## src/rtl/fir_tap_sequencer_pkg.sv

```systemverilog
// Shared constants for the FIR tap sequencer: RAM geometry, FSM encoding
// and the circular-history address helper.
package fir_tap_sequencer_pkg;

   localparam int DW    = 14;
   localparam int AW    = 6;
   localparam int DEPTH = 64;

   localparam logic [1:0] ST_CLEAR = 2'd0;
   localparam logic [1:0] ST_IDLE  = 2'd1;
   localparam logic [1:0] ST_WRITE = 2'd2;
   localparam logic [1:0] ST_SWEEP = 2'd3;

   // Address of the k-th newest sample; the 6-bit subtract wraps 0 -> 63.
   function automatic logic [AW-1:0] tap_addr(input logic [AW-1:0] wptr,
                                              input logic [AW-1:0] k);
      return wptr - k;
   endfunction

endpackage

```

## src/rtl/fir_tap_sequencer.sv

```systemverilog
// FIR tap sequencer: owns a 64x14 circular sample history held in an external
// async-read RAM. Each accepted sample is written, then the newest TAPS samples
// are swept out newest-first as a strobed tap stream.
//
//   state | meaning
//   ------+---------------------------------------------------------------
//   CLEAR | zero-fill all 64 RAM words after reset, input not ready
//   IDLE  | ready for a sample; tap pipeline drains its final entry
//   WRITE | one cycle, latched sample written at wptr
//   SWEEP | present wptr-k for k = 0..TAPS-1, then advance wptr
//
// RAM_A/RAM_D/RAM_WE are registered and loaded together with the state they
// belong to, so the RAM sees exactly one write per WRITE cycle and the address
// of tap k is on the bus during the k-th SWEEP cycle.
module fir_tap_sequencer
   import fir_tap_sequencer_pkg::*;
#(
   parameter int TAPS = 64
)
(
   input  logic          i_clk,
   input  logic          i_rst,
   input  logic [DW-1:0] i_in_d,
   input  logic          i_in_stb,
   output logic          o_in_rdy,
   output logic [AW-1:0] o_ram_a,
   output logic [DW-1:0] o_ram_d,
   output logic          o_ram_we,
   input  logic [DW-1:0] i_ram_o,
   output logic [DW-1:0] o_tap_d,
   output logic [AW-1:0] o_tap_idx,
   output logic          o_tap_valid,
   output logic          o_tap_first,
   output logic          o_tap_last,
   output logic          o_ovr
);

   localparam logic [AW-1:0] LAST_K = AW'(TAPS - 1);

   logic [1:0]    r_state;
   logic [AW-1:0] r_wptr;
   logic [AW:0]   r_clr_cnt;
   logic [AW-1:0] r_k;
   logic [AW-1:0] r_ram_a;
   logic [DW-1:0] r_ram_d;
   logic          r_ram_we;
   logic [DW-1:0] r_tap_d;
   logic [AW-1:0] r_tap_idx;
   logic          r_tap_valid;
   logic          r_tap_first;
   logic          r_tap_last;
   logic          r_ovr;

   logic          w_in_sweep;
   logic          w_k_last;
   logic [AW-1:0] w_k_next;

   assign w_in_sweep = (r_state == ST_SWEEP);
   assign w_k_last   = (r_k == LAST_K);
   assign w_k_next   = r_k + AW'(1);

   // Sequencer FSM plus the registered RAM port it drives.
   always_ff @(posedge i_clk) begin
      if (i_rst) begin
         r_state   <= ST_CLEAR;
         r_wptr    <= '0;
         r_clr_cnt <= '0;
         r_k       <= '0;
         r_ram_a   <= '0;
         r_ram_d   <= '0;
         r_ram_we  <= 1'b0;
      end else begin
         case (r_state)
            ST_CLEAR: begin
               // Bit AW set means all 64 words have been presented.
               if (r_clr_cnt[AW]) begin
                  r_state  <= ST_IDLE;
                  r_ram_we <= 1'b0;
               end else begin
                  r_ram_we  <= 1'b1;
                  r_ram_a   <= r_clr_cnt[AW-1:0];
                  r_ram_d   <= '0;
                  r_clr_cnt <= r_clr_cnt + (AW+1)'(1);
               end
            end
            ST_IDLE: begin
               if (i_in_stb) begin
                  r_state  <= ST_WRITE;
                  r_ram_a  <= r_wptr;
                  r_ram_d  <= i_in_d;
                  r_ram_we <= 1'b1;
               end
            end
            ST_WRITE: begin
               r_state  <= ST_SWEEP;
               r_ram_we <= 1'b0;
               r_ram_a  <= r_wptr;
               r_k      <= '0;
            end
            ST_SWEEP: begin
               if (w_k_last) begin
                  r_state <= ST_IDLE;
                  r_wptr  <= r_wptr + AW'(1);
               end else begin
                  r_k     <= w_k_next;
                  r_ram_a <= tap_addr(r_wptr, w_k_next);
               end
            end
            default: begin
               r_state  <= ST_CLEAR;
               r_ram_we <= 1'b0;
            end
         endcase
      end
   end

   // Tap output register: captures the async RAM read for the address shown this cycle.
   always_ff @(posedge i_clk) begin
      if (i_rst) begin
         r_tap_d     <= '0;
         r_tap_idx   <= '0;
         r_tap_valid <= 1'b0;
         r_tap_first <= 1'b0;
         r_tap_last  <= 1'b0;
      end else begin
         r_tap_valid <= w_in_sweep;
         r_tap_first <= w_in_sweep && (r_k == '0);
         r_tap_last  <= w_in_sweep && w_k_last;
         if (w_in_sweep) begin
            r_tap_d   <= i_ram_o;
            r_tap_idx <= r_k;
         end
      end
   end

   // Sticky overrun flag for strobes that arrive while not ready.
   always_ff @(posedge i_clk) begin
      if (i_rst) begin
         r_ovr <= 1'b0;
      end else if (i_in_stb && (r_state != ST_IDLE)) begin
         r_ovr <= 1'b1;
      end
   end

   assign o_in_rdy    = (r_state == ST_IDLE);
   assign o_ram_a     = r_ram_a;
   assign o_ram_d     = r_ram_d;
   assign o_ram_we    = r_ram_we;
   assign o_tap_d     = r_tap_d;
   assign o_tap_idx   = r_tap_idx;
   assign o_tap_valid = r_tap_valid;
   assign o_tap_first = r_tap_first;
   assign o_tap_last  = r_tap_last;
   assign o_ovr       = r_ovr;

endmodule

```

## config.mk

```make
export PLATFORM = sky130hd
export DESIGN_NAME = fir_tap_sequencer
export DESIGN_NICKNAME = d
export VERILOG_FILES = /design/src/rtl/fir_tap_sequencer_pkg.sv /design/src/rtl/fir_tap_sequencer.sv
export SDC_FILE = /design/constraint.sdc
export NUM_CORES = 1
export LEC_CHECK = 0
export ABC_CLOCK_PERIOD_IN_PS = 2900
export CAP_MARGIN = 10
export CORE_UTILIZATION = 49
export CTS_CLUSTER_SIZE = 25
export DETAILED_ROUTE_END_ITERATION = 7
export GPL_TIMING_DRIVEN = 0
export PLACE_DENSITY = 0.8
export SLEW_MARGIN = 20
export SYNTH_ARGS = -nofsm -noshare
export SYNTH_HDL_FRONTEND = slang
export SYNTH_SLANG_ARGS = --single-unit
```

## constraint.sdc

```tcl
create_clock -name i_clk -period 2.9 [get_ports i_clk]
set_input_delay 0.29 -clock i_clk [delete_from_list [all_inputs] [get_ports i_clk]]
set_output_delay 0.29 -clock i_clk [all_outputs]
set_load 0.02 [all_outputs]
```

==> results.tsv <==
stage	metric	value	unit
outcome	status	completed	
layout	fin_cells	491	
routing	drt-total-wl	7210	µm
layout	fin_util	69.3	%
critical_path	crit_required	3.15	ns
layout	antennaDiodeCount	0	
place	placed_cells_incl_taps	475	
sta	max_slew_margin	58.8	%
routing	viasPerCell	5.36	
die	die_x	80.8	µm
layout	multiInputGateArea	1520	µm²
synthesis	synth_common_cells	66 x dfxtp_1, 61 x nor2_1, 23 x mux2i_1	
critical_path	r2r-start	r_k[1]	
routing	vias	2633	
synthesis	postSynthAreaPerCell	9.36	µm²
cts	cts.reportedPaths.clkPinSlew	0.08	ns
layout	fillers	499	
cts	cts_root_buffer	clkbuf_8	
layout	fin_area	4130	µm²
sta	setup_ws	0.499	ns
cts	cts_tree	yes	
cts	cts_resized	0	
sta	tightest_slew	0.612	ns
routing	dr.pass1.iters	4	
pwr	power.density	668	nW/µm²
cts	clock_sink_count	66	
layout	layout-drive-gt1-share	9.13	%
cts	post_cts_buffers	0	
routing	ant_nets	0	
pwr	finalPower	2.76	mW
die	die_area	6530	µm²
place	hpwlAfterDp	5150	µm
critical_path	arrival	2.65	ns
global_routing	grt_use_total	23.5	%
routing	drc_errors	0	
synthesis	synth_edf_count	0	
die	fp.dieH	80.8	µm
sta	hold_violations	0	
synthesis	yosys.cell_types.count	53	
worst_hold_path	hold_path.class	input port to flip-flop	
synthesis	ys_ff_latch	66	
cts	postCtsHoldBufs	0	
routing	first_iter_violations	159	
synthesis	yosysSeqAreaShare	43.4	%
synthesis	synth.cell_area	3040	µm²
sta	slew_viol_final	0	
critical_path	cp_max_fo	6	
pwr	p_leak	1.50	nW
global_routing	grt_pass1_vias	2390	
synthesis	yosys.area.top_type	dfxtp_1	
sta	max_freq	417	MHz
cts	cts_buffer_depth	2	
cts	clkLatencyLatePin	0.35	ns
sta	period_share	82.8	%
die	io_pins	77	
global_routing	antenna_found_initial	0	
critical_path	critPathLaunch	r_k[1]	
worst_hold_path	hold_start	i_rst	
die	row_count	28	
synthesis	yosysWarnings	0	
critical_path	start_kind	flip-flop	
synthesis	synthTopCellsByArea	dfxtp_1 43%, mux2i_1 7.6%, nor2_1 7.5%	
layout	final_nets	457	
die	core_area	5960	µm²
cts	htreeDepth	3	
global_routing	grt_overflow	0	
place	place_ws	0.531	ns
synthesis	yosysMostFrequentCell	dfxtp_1	
sta	finalSetupViolCount	0	
place	placement.io_buffers	75	
layout	regArea	1320	µm²
pwr	ir_worst_vdd	0.000422	V
sta	grt_setup_unrepaired	false	
place	globalplace.congestion	0.861	
sta	min_period	2.40	ns
synthesis	synth_nets	371	
synthesis	synthCells	325	
sta	setup_total_negative_slack	0	ns
cts	numCtsBuffers	9	
critical_path	path_class	flip-flop to flip-flop	
global_routing	grt_pass1_wl	11600	µm
routing	wl_per_cell	14.7	µm
synthesis	ys_async_sr_fraction	0	%
critical_path	cp-end-kind	flip-flop	
global_routing	grt_max_degree	13	
sta	fin_hold_ws	0.180	ns
place	dpl_cell_area	3890	µm²
synthesis	synth_flop_cell	dfxtp_1	
layout	areaGrowthSynthToFinish	35.7	%
die	initial_core_util	51.1	%
synthesis	synth_top_area_share	43.4	%
run	max-cap-violations	0	
sta	finClkSkew	0.00794	ns
==> critical path, stage by stage (launching register included) <==
cell and delay, ns:
dfxtp_1 0.45, ha_1 0.30, xnor2_1 0.15, ha_1 0.30
nor2b_1 0.15, o21a_1 0.18, o21a_1 0.16, o31a_1 0.30
a2111oi_2 0.32
==> path summary, 6_finish.rpt <==
| path | slack [ns] | cells past startpoint | to |
|---|---|---|---|
| worst max-delay path | 0.50 | 8 | o_ram_a[4] |
| worst min-delay path | 0.18 | 2 | o_tap_valid |
| worst max register to register | 0.50 | 8 | o_ram_a[4] |
| worst min register to register | 0.47 | 2 | o_tap_idx[4] |
==> metal layers <==
| layer | track usage (%) | vias up | wire length [µm] |
|---|---|---|---|
| met5 | 0 | - | 0 |
| met4 | 10.2 | 0 | 115 |
| met3 | 6.29 | 9 | 527 |
| met2 | 34.8 | 85 | 3290 |
| met1 | 32.1 | 1240 | 3280 |
| li1 | - | 1299 | - |
==> area by class of cell <==
cell class	count	share of cell area, %
Timing Repair Buffer	75	18.2
Tap cell	75	2.27
Sequential cell	66	32.0
Buffer	21	3.64
Clock inverter	7	2.85
Inverter	13	1.18
Clock buffer	9	3.00
Multi-Input combinational cell	225	36.9
==> cells in the final DEF, fill, tap and decap left out, types with 2 or more instances in the layout <==
master and n:
clkdlybuf4s50_1 75, dfxtp_1 66, nor2_1 61, mux2i_1 23
a22oi_1 15, nand2_1 14, ha_1 14, inv_1 12
clkbuf_8 11, a21oi_1 11, xnor2_1 10, clkbuf_1 10
nor3_1 7, o21ai_0 7, buf_6 6, nand3_1 6
xor2_1 6, nor2b_1 4, o21a_1 3, nand4_1 3
bufinv_16 3, and3_1 2, a211o_1 2, a211oi_1 2
o31a_1 2, a21o_1 2, buf_2 2, a2bb2oi_1 2
a31oi_1 2, nand2b_1 2, o22ai_1 2, a2111oi_0 2
clkinv_4 2, clkinv_2 2
==> power breakdown <==
group / switching (mW) / total, mW / internal, mW
logic: 0.415 / 0.755 / 0.340
registers: 0.0636 / 1.05 / 0.990
clock network: 0.376 / 0.947 / 0.571
==> logic make-up after synthesis <==
logic type / count (synthesis) / share of synthesized area (%)
adders and majority gates: 15 / 6.42
AOI/OAI and AO/OA: 61 / 14.9
muxes: 23 / 7.57
xor gates and xnor gates: 16 / 4.61
buffers and inverters: 34 / 6.54
DFF: 66 / 43.4
and+or+nand+nor: 110 / 16.5
==> registers in the layout, indices dropped and copies added, names as in the netlist <==
signal / flops
o_ram_d: 14
o_tap_d: 14
r_clr_cnt: 7
o_ram_a: 6
o_tap_idx: 6
r_k: 6
r_wptr: 6
r_state: 2
o_ovr: 1
o_ram_we: 1
o_tap_first: 1
o_tap_last: 1
o_tap_valid: 1
(Power assumes the default switching activity.)
